## config.mk

```make
export PLATFORM = sky130hd
export DESIGN_NAME = led_req_arb
export DESIGN_NICKNAME = d
export VERILOG_FILES = /design/src/rtl/led_req_arb.sv
export SDC_FILE = /design/constraint.sdc
export NUM_CORES = 1
export LEC_CHECK = 0
export CORE_MARGIN = 1.5
export CORE_UTILIZATION = 37
export CTS_BUF_LIST = sky130_fd_sc_hd__clkbuf_16
export DETAILED_ROUTE_END_ITERATION = 10
export HOLD_SLACK_MARGIN = 0.05
export PLACE_DENSITY_LB_ADDON = 0.3
export SLEW_MARGIN = 20
export SYNTH_ARGS = -nofsm -noshare
export SYNTH_HDL_FRONTEND = slang
export SYNTH_SLANG_ARGS = --single-unit
```

## constraint.sdc

```tcl
create_clock -name clk -period 1.9 [get_ports clk]
set_input_delay 0.19 -clock clk [delete_from_list [all_inputs] [get_ports clk]]
set_output_delay 0.19 -clock clk [all_outputs]
set_load 0.05 [all_outputs]
```

## src/rtl/led_req_arb.sv

```systemverilog
// Round-robin arbiter that merges requester LED mode codes into a shared shadow
// register and feeds it to the LED pattern controller with enforced update spacing.
module led_req_arb #(
    parameter int NREQ    = 3,
    parameter int GAP_CYC = 64
) (
    input  logic                 clk,
    input  logic                 rst,
    input  logic [NREQ-1:0]      req,
    input  logic [32*NREQ-1:0]   req_data,
    input  logic [8*NREQ-1:0]    req_mask,
    input  logic                 lock,
    output logic [NREQ-1:0]      gnt,
    output logic [31:0]          led_din,
    output logic                 led_vld,
    output logic                 busy
);

    localparam int IW = $clog2(NREQ);
    localparam int CW = $clog2(GAP_CYC + 1);

    typedef enum logic [1:0] {INIT, GAP, IDLE, ISSUE} state_t;

    state_t              state_reg, state_next;
    logic [IW-1:0]       ptr_reg, ptr_next;
    logic [IW-1:0]       win_reg, win_next;
    logic [CW-1:0]       cnt_reg, cnt_next;
    logic [31:0]         shadow_reg, shadow_next;

    logic [NREQ-1:0][31:0] data_arr;
    logic [NREQ-1:0][31:0] mexp_arr;
    logic [NREQ-1:0][7:0]  mask_arr;
    logic [NREQ-1:0]       elig;
    logic                  win_found;
    logic [IW-1:0]         win_idx;
    int                    cand;
    logic [31:0]           sel_data;
    logic [31:0]           sel_mexp;
    logic [7:0]            sel_mask;
    logic [31:0]           merged;

    // Split the flat requester buses and widen each mask bit to a full nibble.
    generate
        for (genvar gi = 0; gi < NREQ; gi++) begin : g_req
            assign data_arr[gi] = req_data[32*gi +: 32];
            assign mask_arr[gi] = req_mask[8*gi +: 8];
            for (genvar gj = 0; gj < 8; gj++) begin : g_nib
                assign mexp_arr[gi][4*gj +: 4] = {4{req_mask[8*gi + gj]}};
            end
        end
    endgenerate

    assign elig = lock ? {{(NREQ-1){1'b0}}, req[0]} : req;

    // Scan from the farthest offset down so the nearest eligible index wins.
    always_comb begin
        win_found = 1'b0;
        win_idx   = '0;
        cand      = 0;
        for (int k = NREQ - 1; k >= 0; k--) begin
            cand = int'(ptr_reg) + k;
            if (cand >= NREQ) cand = cand - NREQ;
            if (elig[cand]) begin
                win_found = 1'b1;
                win_idx   = IW'(cand);
            end
        end
    end

    assign sel_data = data_arr[win_reg];
    assign sel_mexp = mexp_arr[win_reg];
    assign sel_mask = mask_arr[win_reg];
    assign merged   = (shadow_reg & ~sel_mexp) | (sel_data & sel_mexp);

    always_comb begin
        state_next  = state_reg;
        ptr_next    = ptr_reg;
        win_next    = win_reg;
        cnt_next    = cnt_reg;
        shadow_next = shadow_reg;
        gnt         = '0;
        led_vld     = 1'b0;
        led_din     = shadow_reg;
        busy        = (state_reg != IDLE);

        case (state_reg)
            INIT: begin
                led_vld    = 1'b1;
                state_next = GAP;
                cnt_next   = CW'(1);
            end
            GAP: begin
                if (cnt_reg >= CW'(GAP_CYC - 1)) begin
                    state_next = IDLE;
                end else begin
                    cnt_next = cnt_reg + 1'b1;
                end
            end
            IDLE: begin
                if (win_found) begin
                    win_next   = win_idx;
                    state_next = ISSUE;
                end
            end
            ISSUE: begin
                gnt      = NREQ'(1) << win_reg;
                ptr_next = (win_reg == IW'(NREQ - 1)) ? '0 : win_reg + 1'b1;
                // An all-zero mask is a no-op update: grant, but skip the strobe and gap.
                if (sel_mask != 8'h00) begin
                    shadow_next = merged;
                    led_din     = merged;
                    led_vld     = 1'b1;
                    state_next  = GAP;
                    cnt_next    = CW'(1);
                end else begin
                    state_next  = IDLE;
                end
            end
            default: state_next = INIT;
        endcase

        // A reset cycle suppresses any grant or strobe that would have issued.
        if (rst) begin
            gnt     = '0;
            led_vld = 1'b0;
            led_din = shadow_reg;
        end
    end

    always_ff @(posedge clk) begin
        if (rst) begin
            state_reg  <= INIT;
            ptr_reg    <= '0;
            win_reg    <= '0;
            cnt_reg    <= '0;
            shadow_reg <= '0;
        end else begin
            state_reg  <= state_next;
            ptr_reg    <= ptr_next;
            win_reg    <= win_next;
            cnt_reg    <= cnt_next;
            shadow_reg <= shadow_next;
        end
    end

endmodule
```

# Yosys cells after proc, flatten, opt, wreduce, memory -nomap -nowiden
# Index checks and enable logic that the tools add are counted.
# W data, S select, Z words.
[classes]
bitwise = 4
n_shift = 1
add_sub_neg = 7
n_reduce_logical = 6
n_lt_le_gt_ge = 8
n_mux = 41
n_eq_ne = 9
[op_table]
columns = ["op", "count"]
rows = [
  ["$mux W32", 8],
  ["$bmux W32 S2", 2],
  ["$lt A32 B4 Y1 const B", 3],
  ["$and A32 B32 Y32", 2],
  ["$not A32 Y32", 1],
  ["$or A32 B32 Y32", 1],
  ["$pmux W7 S3", 1],
  ["$bmux W8 S2", 1],
  ["$mux W2", 7],
  ["$mux W7", 2],
  ["$mux W1", 11],
  ["$ne A2 B2 Y1 const B", 5],
  ["$mux W3", 3],
  ["$mux W8", 1],
  ["$pmux W2 S4", 1],
  ["$reduce_bool A8 Y1", 1],
  ["$sub A3 B2 Y4 const B", 2],
  ["$add A7 B1 Y7 const B", 1],
  ["$ge A7 B6 Y1 const B", 1],
  ["$bmux W1 S2", 3],
  ["$eq A2 B2 Y1 const B", 3],
  ["$ge A3 B2 Y1 const B", 2],
  ["$reduce_and A2 Y1", 2],
  ["$add A2 B1 Y3 const B", 1],
  ["other kinds (11)", 11],
]
[totals]
inputBits = 126
output_inout_bits = 37
register_bits = 45

# Depth between registers and ports, before layout
# Gate-level depths: netlist of the first run.
[logic_depth]
depth_word = 11
ltp_mapped = 9
ltp_nobuf = 8

# Worst setup path before layout of the first run
# No wires, ideal clock.
[synth_path]
kind = "register -> output"
from = "register state_reg[1]"
to = "output port gnt[0]"
path_buffers = 2
arrival_ps = 2856
stages_incl_launch_ff = 5
setup_slack_ps = -1146
path_cell_list = "dfxtp_1 -> ha_1 -> clkbuf_1 -> clkbuf_1 -> nor4b_1"
[synth_via]
elab_chain_len = 3
[synth_rtl]
columns = ["element", "line", "rtl"]
rows = [
  ["start, declared", "24", "state_t state_reg, state_next;"],
  ["start signal, assigned", "138", "state_reg <= state_next;"],
  ["$eq A2 B2 Y1", "86", "case (state_reg)"],
  ["$mux W3", "86", ""],
  ["$mux W3", "123", "if (rst) begin"],
  ["end, declared", "13", "output logic [NREQ-1:0] gnt,"],
]
# Every way passes these cells.

# Worst setup path in the final report of the first run
[layout_path]
from = "register win_reg[1]"
to = "output port led_vld"
[layout_via]
elab_chain_len = 6
[layout_rtl]
columns = ["element", "line", "rtl"]
rows = [
  ["start, declared", "26", "logic [IW-1:0] win_reg, win_next;"],
  ["start signal, assigned", "140", "win_reg <= win_next;"],
  ["$bmux W8 S2", "72", "assign sel_mask = mask_arr[win_reg];"],
  ["$mux W8 (not written as such)", "72", ""],
  ["$reduce_bool A8 Y1", "109", "if (sel_mask != 8'h00) begin"],
  ["$mux W1", "109", ""],
  ["$pmux W1 S2", "86", ""],
  ["$mux W1", "123", ""],
  ["end, declared", "15", "output logic led_vld,"],
]
# Every way passes these cells. The select of a mux whose other input is x is not followed.

==> reports/summary.txt, run 1 <==
Final Hold Vio Count: 0
Logic pwr share: 51.6%
Hold_sp: rst
Core area: 8640 um^2
Met2 Use GR: 42.5%
Residual DRC count: 0
Synthesized flop and latch total: 45
Cell internal pwr: 2.51 mW
DR vias: 3670
Die X-Extent: 97.2 um
Final layout net count: 713
Sequential power share: 27.1%
Worst flop-to-flop path endpoint: cnt_reg[4]$_SDFFE_PP0P_
Area grow syn2layout: 87.4%
WP data required: 1.71 ns
Largest net degree at the start of global routing: 81
Worst path top cell family by delay: simple AND/OR/NAND/NOR gates
RR Startpoint: win_reg[1]$_SDFFE_PP0P_
CP Launch Type: register
Cell Area, Placed: 5570 um^2
Hold Path Stages: 3
Min-Delay Path Class: in2reg
Critical path fanouts, max: 7
Library cells used by synthesis: 43
Initial antenna violation count: 0
Period Utilization, post-route: 121%
Io pins: 163
WHS Endpoint: shadow_reg[1]$_SDFF_PP0_
Fin Setup TNS: -11.53 ns
Root buf cell: clkbuf_16
CTS clock-pin slew for the worst setup and hold paths: 0.06 ns
H-tree depth: 2
Worst Slack Setup Final: -0.406 ns
Crit path DAT: 2.12 ns
Grt met1 use: 23.2%
N_diodes: 0
Switch Pwr: 1.42 mW
Slowest stage cell, crit path: dfxtp_4
Grt ovf: 0
Rows: 34
Initial DRC count: 111
Least-Margin Pin Slew: 0.346 ns
ANT nets after route: 0
Buf/Inv on CP: 1
Synth Cell Area: 3280 um^2
First-pass GRT wire length: 17.5 mm
CTS tree: done
RSZ-0062 raised after global routing: true
Minimum clock period: 2.31 ns
Cells after Synth: 394
Clock latency on the worst-skew pair: 0.29 ns
Final Setup Violations: 41
Fillers: 594
Sequential share of the synthesized area: 27.5%
Initial Util: 38.0%
R2R setup slack: -0.17 ns
Predominant post-synthesis flop cell: dfxtp_1
Gpl congestion: 0.933
TritonCTS Sinks: 45
Switching part of the total power: 36.0%
GRT Util Overall: 22.5%
Yosys Warn Count: 0
Max reg flops: 32
Max-cap violation count: 0
Post-synth EDFFs: 0
Ys async rst share: 0%
Clock power frac: 21.3%
Share of post-route cells with drive strength above 1: 24.8%
R2R depth: 9
Detailed Routing Iterations Pass 1: 4
Most frequent cells in the layout: clkdlybuf4s50_1 (124), mux2i_1 (67), dfxtp_1 (42)
Design area: 6150 um^2
Failing checks: setup timing
Via density: 5.33
Wire per inst: 16.1 um
CP max stage delay: 0.42 ns
Post-Syn Nets: 528
Average instance area after synthesis: 8.33 um^2
CTS buffer count: 5
Cts hold-fix bufs: 0
CTS Buffer Depth: 2
Pleak: 2.68 nW
Dpl hpwl: 8.24 mm
WL final: 11.1 mm
Die Y: 97.2 um
IO Port Bufs: 162
Status: complete, but fails checks
Critical path endpoint category: output pin
Critical path type: reg2out
VDD IR max: 0.000398 V
Worst rel slew slack: 76.6%
Vias in the first global route: 3809
Clk_skew: 0.00474 ns
GRT busiest layer: met2
Maximum clock rate: 434 MHz
M3 GR Usage: 6.83%
Commonest non-fill, non-tap cell in the layout: clkdlybuf4s50_1
Crit path cell chain: mux2i_1 -> o2bb2ai_2 -> nor4_4 -> nand2_2 -> a21oi_4 -> nor3_4 -> buf_12
PD cells: 639 nW/um^2
Pins over their slew limit: 0
Total die area: 9440 um^2
==> cells in the mapped netlist (3+ instances only) <==
| cell type | n | area share (%) |
|---|---|---|
| a21o_1 | 34 | 7.8 |
| o21ai_0 | 36 | 5.5 |
| nor2_1 | 38 | 4.3 |
| dfxtp_1 | 45 | 27 |
| nand3b_1 | 4 | 0.92 |
| nand2_1 | 47 | 5.4 |
| a21oi_1 | 13 | 2.0 |
| nand3_1 | 5 | 0.76 |
| o2bb2ai_1 | 4 | 1.1 |
| clkbuf_1 | 18 | 2.1 |
| buf_2 | 6 | 0.92 |
| mux2i_1 | 72 | 22 |
| nand2b_1 | 5 | 0.95 |
| o211ai_1 | 3 | 0.69 |
| and3_1 | 3 | 0.57 |
| o2bb2ai_2 | 4 | 1.8 |
| buf_6 | 4 | 1.4 |
| ha_1 | 8 | 3.1 |
| inv_1 | 11 | 1.3 |
==> area by class of cell <==
type	count	area (um^2)	area share [%]
flip-flops and latches	45	907	14.8
repair buffers	205	2380	38.6
clock buffers	5	125	2.04
multi-input cells	311	2550	41.5
well taps	108	135	2.20
clock inverters	3	15.0	0.244
inverters	11	41.3	0.672
==> power groups by stage <==
stage          clock (mW)  combinational [mW]  sequential [mW]
6_report            0.838                2.03             1.07
3_3_place_gp            0                1.77             1.08
4_1_cts             0.846                1.95             1.06
2_1_floorplan           0               0.970             1.08
3_5_place_dp            0                1.82             1.08
5_1_grt             0.889                2.16             1.07
==> how the worst max path moves through the flow <==
stage                                  from     endpoint  slack, ns  cells after the start
floorplan           win_reg[1]$_SDFFE_PP0P_      led_vld      0.007                      8
global placement    win_reg[1]$_SDFFE_PP0P_      led_vld      -0.26                      7
finish              win_reg[1]$_SDFFE_PP0P_      led_vld      -0.41                      7
CTS                 win_reg[1]$_SDFFE_PP0P_      led_vld      -0.36                      9
detailed placement  win_reg[1]$_SDFFE_PP0P_      led_vld      -0.30                      7
global route        win_reg[1]$_SDFFE_PP0P_  led_din[24]      -0.49                      9
==> per-layer routing <==
metal	part of all wire (%)	vias to the layer above
li1	-	1780
met1	38	1721
met2	51	143
met3	7.3	26
met4	3.2	0
met5	0	-
==> cells by family after synthesis <==
logic type	after synthesis	share of synthesized area (%)
AO/OA/AOI/OAI	109	23.0
AND/OR/NAND/NOR	120	18.6
buffers and inverters	39	5.61
multiplexers	73	22.3
flip-flops	45	27.5
adder cells (fa/ha/maj)	8	3.05
==> per-stage QoR <==
step / setup slack (ns) / cells / total power [mW] / util (%) / hold slack [ns]
finish: -0.406 / 688 / 3.93 / 71.2 / 0.420
global route: -0.491 / 688 / 4.12 / 71.2 / 0.433
CTS: -0.356 / 683 / 3.86 / 70.0 / 0.421
detailed placement: -0.303 / 667 / 2.90 / 64.4 / 0.483
global placement: -0.257 / 667 / 2.85 / 64.4 / 0.463
floorplan: 0.00718 / 394 / 2.05 / - / 0.394
==> what timing repair did <==
item	4_1_cts	5_1_grt
pin swaps	23	25
resized for setup	58	14
cloned	1	0
setup buffers	10	6
endpoints found under the hold margin	0	0
setup endpoints to repair	44	45
==> tightest hold or removal path, delay by kind of cell <==
kind,cells,cell delay (ns)
buffers and inverters,2,0.31
AND/OR/NAND/NOR,1,0.15
No activity file was read; power rests on OpenSTA's default activity.
==> inputs of run 2 (changes only) <==
ABC_CLOCK_PERIOD_IN_PS = 1900   (was not set)
CORE_MARGIN = not set   (was 1.5)
==> reports/summary.txt, run 2 (synthesis results as in run 1) <==
Post-layout total power: 4.03 mW (was 3.93 mW)
Fin Setup TNS: -9.41 ns (was -11.53 ns)
Die X-Extent: 96.2 um (was 97.2 um)
N_diodes: 0 (unchanged)
Least-Margin Pin Slew: 0.568 ns (was 0.346 ns)
Worst Hold Margin: 0.422 ns (was 0.420 ns)
Detailed Routing Iterations Pass 1: 5 (was 4)
Critical path endpoint category: output pin (unchanged)
Final layout net count: 707 (was 713)
Cell internal pwr: 2.63 mW (was 2.51 mW)
Most frequent cells in the layout: clkdlybuf4s50_1 (124), mux2i_1 (66), buf_12 (42) (was clkdlybuf4s50_1 (124), mux2i_1 (67), dfxtp_1 (42))
Status: complete, but fails checks (unchanged)
Crit path DAT: 2.07 ns (was 2.12 ns)
CTS buffer count: 5 (unchanged)
Io pins: 163 (unchanged)
RSZ-0062 raised after global routing: true (unchanged)
Worst rel slew slack: 61.8% (was 76.6%)
Wire per inst: 16.2 um (was 16.1 um)
GRT Util Overall: 23.3% (was 22.5%)
Minimum clock period: 2.26 ns (was 2.31 ns)
Worst Slack Setup Final: -0.364 ns (was -0.406 ns)
Clock latency on the worst-skew pair: 0.28 ns (was 0.29 ns)
Initial DRC count: 138 (was 111)
Grt ovf: 0 (unchanged)
Total die area: 9250 um^2 (was 9440 um^2)
Largest net degree at the start of global routing: 81 (unchanged)
Core area: 8380 um^2 (was 8640 um^2)
Switch Pwr: 1.40 mW (was 1.42 mW)
Buf/Inv on CP: 2 (was 1)
Final Setup Violations: 43 (was 41)
Fillers: 622 (was 594)
Residual DRC count: 0 (unchanged)
Critical path fanouts, max: 6 (was 7)
Clock power frac: 24.1% (was 21.3%)
Commonest non-fill, non-tap cell in the layout: clkdlybuf4s50_1 (unchanged)
VDD IR max: 0.000350 V (was 0.000398 V)
Slowest stage cell, crit path: dfxtp_4 (unchanged)
Initial antenna violation count: 0 (unchanged)
Pleak: 2.64 nW (was 2.68 nW)
WP data required: 1.71 ns (about the same)
CTS clock-pin slew for the worst setup and hold paths: 0.07 ns (was 0.06 ns)
PD cells: 660 nW/um^2 (was 639 nW/um^2)
ANT nets after route: 0 (unchanged)
Crit path cell chain: buf_8 -> mux2i_4 -> o2bb2ai_4 -> nor4_4 -> nand2_2 -> a21oi_2 -> nor3_4 -> buf_12 (was mux2i_1 -> o2bb2ai_2 -> nor4_4 -> nand2_2 -> a21oi_4 -> nor3_4 -> buf_12)
First-pass GRT wire length: 16.8 mm (was 17.5 mm)
Root buf cell: clkbuf_16 (unchanged)
Failing checks: setup timing (unchanged)
Maximum clock rate: 442 MHz (was 434 MHz)
Sequential power share: 26.7% (was 27.1%)
Vias in the first global route: 3611 (was 3809)
Cts hold-fix bufs: 0 (unchanged)
Max-cap violation count: 0 (unchanged)
Final Hold Vio Count: 0 (unchanged)
Die Y: 96.2 um (was 97.2 um)
Min-Delay Path Class: in2reg (unchanged)
CP max stage delay: 0.44 ns (was 0.42 ns)
Logic pwr share: 49.3% (was 51.6%)
Gpl congestion: 0.805 (was 0.933)
IO Port Bufs: 162 (unchanged)
Via density: 5.33 (about the same)
Max reg flops: 32 (unchanged)
CP Launch Type: register (unchanged)
DR vias: 3616 (was 3670)
Dpl hpwl: 8.32 mm (was 8.24 mm)
Pins over their slew limit: 0 (unchanged)
Initial Util: 39.1% (was 38.0%)
Rows: 33 (was 34)
CTS Buffer Depth: 2 (unchanged)
CTS tree: done (unchanged)
Area grow syn2layout: 86.5% (was 87.4%)
Critical path type: reg2out (unchanged)
Switching part of the total power: 34.8% (was 36.0%)
Worst path top cell family by delay: simple AND/OR/NAND/NOR gates (unchanged)
TritonCTS Sinks: 45 (unchanged)
Final Util: 73.0% (was 71.2%)
Period Utilization, post-route: 119% (was 121%)
WL final: 11.0 mm (was 11.1 mm)
H-tree depth: 2 (unchanged)
Share of post-route cells with drive strength above 1: 24.4% (was 24.8%)
Clk_skew: 0.00818 ns (was 0.00474 ns)
## run 2: cell types whose count changed in the layout (fill, tap and decap cells not counted), moves of 2 or more
| cell | before | now |
|---|---|---|
| nand2_4 | 6 | 2 |
| buf_6 | 7 | 5 |
| a21oi_4 | 1 | 3 |
| o2bb2ai_4 | 6 | 2 |
| buf_4 | 32 | 27 |
| o2bb2ai_2 | 2 | 5 |
| nand2_2 | 3 | 6 |
| mux2i_4 | 3 | 5 |
| buf_12 | 39 | 42 |
## run 2: routing by layer
layer | up-vias | track usage, % | wire (um)
met3 | 12 | 6.00 | 884
met1 | 1712 | 26.0 | 4080
met2 | 127 | 43.9 | 5870
met5 | - | 0 | 0
met4 | 0 | 5.10 | 148
li1 | 1765 | - | -
## run 2: tightest hold or removal path: stages
cell	delay [ns]
buf_2	0.12
buf_12	0.22
a21oi_1	0.14
## run 2: area by class of cell
| class | count | area (um^2) | area share [%] |
|---|---|---|---|
| tap | 105 | 131 | 2.15 |
| clock inverter | 3 | 37.5 | 0.614 |
| clock buffer | 5 | 125 | 2.05 |
| timing repair buffer | 200 | 2360 | 38.6 |
| inverter | 11 | 41.3 | 0.675 |
| sequential | 45 | 911 | 14.9 |
| multi-input combinational | 310 | 2510 | 41.0 |
## run 2: through the flow
stage / cell area, um^2 / worst slack [ns] / instances
floorplan: 3330 / 0.00718 / 394
global placement: 5520 / -0.229 / 657
detailed placement: 5520 / -0.281 / 657
CTS: 5950 / -0.339 / 673
global route: 6120 / -0.476 / 679
finish: 6120 / -0.364 / 679
## run 2: what timing repair did
item,in CTS,in global routing
endpoints found under the setup margin,47,45
pin swaps,9,21
buffers inserted,8,8
cloned,0,0
gates resized for setup,46,26
## run 2: path summary, 6_finish.rpt
path	to	slack, ns	cells past startpoint	from
worst min-delay path	win_reg[1]$_SDFFE_PP0P_	0.42	3	rst
worst max-delay path	led_vld	-0.36	8	win_reg[1]$_SDFFE_PP0P_
worst max register to register	cnt_reg[3]$_SDFFE_PP0P_	-0.09	8	win_reg[1]$_SDFFE_PP0P_
worst min register to register	ptr_reg[1]$_SDFFE_PP0N_	0.51	1	ptr_reg[1]$_SDFFE_PP0N_
## run 2: power groups by stage
stage	clock network, mW	registers [mW]	logic [mW]
6_report	0.971	1.08	1.99
5_1_grt	1.02	1.08	2.11
4_1_cts	0.979	1.07	1.88
3_5_place_dp	0	1.09	1.78
3_3_place_gp	0	1.08	1.74
2_1_floorplan	0	1.08	0.970
==> inputs of run 3 (changes only) <==
CORE_UTILIZATION = 38   (was 37)
CTS_BUF_LIST = sky130_fd_sc_hd__clkbuf_4   (was sky130_fd_sc_hd__clkbuf_16)
==> reports/summary.txt, run 3 (synthesis results as in run 1) <==
Worst Hold Margin: 0.272 ns (was 0.422 ns)
DR vias: 3592 (was 3616)
PD cells: 583 nW/um^2 (was 660 nW/um^2)
R2R setup slack: -0.09 ns (about the same)
Die X-Extent: 94.9 um (was 96.2 um)
Vias in the first global route: 3638 (was 3611)
Pre-CTS WS: -0.346 ns (was -0.281 ns)
Final Setup Violations: 39 (was 43)
Min-Delay Path Class: in2reg (unchanged)
Commonest non-fill, non-tap cell in the layout: clkdlybuf4s50_1 (unchanged)
CP Depth: 8 (unchanged)
CP max stage delay: 0.44 ns (about the same)
RSZ-0062 raised after global routing: true (unchanged)
CTS tree: done (unchanged)
Clk_skew: 0.0107 ns (was 0.00818 ns)
CTS buffer count: 5 (unchanged)
Worst setup endpoint: led_vld (unchanged)
TritonCTS Sinks: 45 (unchanged)
Final Util: 72.5% (was 73.0%)
Worst path top cell family by delay: simple AND/OR/NAND/NOR gates (unchanged)
Root buf cell: clkbuf_4 (was clkbuf_16)
Pleak: 2.62 nW (was 2.64 nW)
WL final: 10.8 mm (was 11.0 mm)
Most frequent cells in the layout: clkdlybuf4s50_1 (124), mux2i_1 (64), buf_12 (42) (was clkdlybuf4s50_1 (124), mux2i_1 (66), buf_12 (42))
Via density: 5.28 (was 5.33)
Rows: 33 (unchanged)
VDD IR max: 0.000317 V (was 0.000350 V)
CTS clock-pin slew for the worst setup and hold paths: 0.13 ns (was 0.07 ns)
Critical path type: reg2out (unchanged)
Pins over their slew limit: 0 (unchanged)
Critical path endpoint category: output pin (unchanged)
N_diodes: 0 (unchanged)
Dpl hpwl: 8.43 mm (was 8.32 mm)
Final Hold Vio Count: 0 (unchanged)
H-tree depth: 2 (unchanged)
IO Port Bufs: 162 (unchanged)
Core area: 8300 um^2 (was 8380 um^2)
Crit path from: win_reg[1]$_SDFFE_PP0P_ (unchanged)
Worst rel slew slack: 68.7% (was 61.8%)
Grt ovf: 0 (unchanged)
Slowest stage cell, crit path: dfxtp_4 (unchanged)
Largest net degree at the start of global routing: 38 (was 81)
GRT Util Overall: 24.2% (was 23.3%)
Area grow syn2layout: 83.4% (was 86.5%)
Failing checks: setup timing (unchanged)
Period Utilization, post-route: 122% (was 119%)
Design area: 6020 um^2 (was 6120 um^2)
CTS Buffer Depth: 2 (unchanged)
ANT nets after route: 0 (unchanged)
Detailed Routing Iterations Pass 1: 4 (was 5)
Buf/Inv on CP: 2 (unchanged)
CP Launch Type: register (unchanged)
Die Y: 94.9 um (was 96.2 um)
RR Startpoint: win_reg[1]$_SDFFE_PP0P_ (unchanged)
Total die area: 9010 um^2 (was 9250 um^2)
Residual DRC count: 0 (unchanged)
Maximum clock rate: 430 MHz (was 442 MHz)
First-pass GRT wire length: 16.8 mm (about the same)
Gpl congestion: 0.873 (was 0.805)
Share of post-route cells with drive strength above 1: 25.2% (was 24.4%)
Status: complete, but fails checks (unchanged)
Fillers: 615 (was 622)
Minimum clock period: 2.33 ns (was 2.26 ns)
Initial Util: 39.5% (was 39.1%)
Least-Margin Pin Slew: 0.470 ns (was 0.568 ns)
Max-cap violation count: 0 (unchanged)
Final layout net count: 708 (was 707)
Clock latency on the worst-skew pair: 0.36 ns (was 0.28 ns)
Crit path DAT: 2.14 ns (was 2.07 ns)
Crit path cell chain: buf_6 -> mux2i_4 -> o2bb2ai_4 -> nor4_4 -> nand2_2 -> a21oi_4 -> nor3_4 -> buf_12 (was buf_8 -> mux2i_4 -> o2bb2ai_4 -> nor4_4 -> nand2_2 -> a21oi_2 -> nor3_4 -> buf_12)
Initial antenna violation count: 0 (unchanged)
Cts hold-fix bufs: 0 (unchanged)
Cell Area, Placed: 5560 um^2 (was 5520 um^2)
Max reg flops: 32 (unchanged)
Initial DRC count: 106 (was 138)
Io pins: 163 (unchanged)
Worst flop-to-flop path endpoint: cnt_reg[4]$_SDFFE_PP0P_ (was cnt_reg[3]$_SDFFE_PP0P_)
Worst Slack Setup Final: -0.426 ns (was -0.364 ns)
Critical path fanouts, max: 8 (was 6)
R2R depth: 8 (unchanged)
Wire per inst: 15.9 um (was 16.2 um)
WP data required: 1.71 ns (about the same)
run 3: what timing repair did:
item | CTS | global route
setup endpoints to repair | 46 | 48
pin swaps | 18 | 13
resized for setup | 47 | 23
cloned | 0 | 0
buffers inserted | 10 | 2
run 3: worst min-delay path by stage:
stage,slack (ns),cells past startpoint,start,to
2_1_floorplan,0.39,3,lock,win_reg[1]$_SDFFE_PP0P_
3_3_place_gp,0.48,1,ptr_reg[1]$_SDFFE_PP0N_,ptr_reg[1]$_SDFFE_PP0N_
3_5_place_dp,0.49,2,cnt_reg[5]$_SDFFE_PP0P_,cnt_reg[5]$_SDFFE_PP0P_
4_1_cts,0.26,2,rst,cnt_reg[3]$_SDFFE_PP0P_
5_1_grt,0.27,2,rst,cnt_reg[3]$_SDFFE_PP0P_
6_report,0.27,2,rst,cnt_reg[3]$_SDFFE_PP0P_
run 3: metal layers:
layer	vias to the layer above	wire length [um]	track usage (%)
li1	1775	-	-
met1	1679	4230	27.9
met2	127	5700	43.8
met3	11	729	6.76
met4	0	138	6.06
met5	-	0	0
run 3: layout make-up:
cell class                      count  area, um^2  area share (%)
Clock buffer                        5        37.5           0.624
Clock inverter                      3        16.3           0.270
Inverter                           11        41.3           0.686
Multi-Input combinational cell    310        2520            41.8
Sequential cell                    45         910            15.1
Tap cell                          105         131            2.18
Timing Repair Buffer              201        2360            39.3
run 3: per-stage QoR:
step	TNS [ns]	total power, mW	std cells
6_report	-11.77	3.51	680
5_1_grt	-15.65	3.71	680
4_1_cts	-11.70	3.42	678
3_5_place_dp	-8.67	2.86	660
3_3_place_gp	-6.80	2.83	660
2_1_floorplan	0	2.05	394
run 3: report_power, final:
| part | internal (mW) | switching [mW] |
|---|---|---|
| Clock | 0.141 | 0.321 |
| Combinational | 1.00 | 0.982 |
| Sequential | 1.01 | 0.0492 |
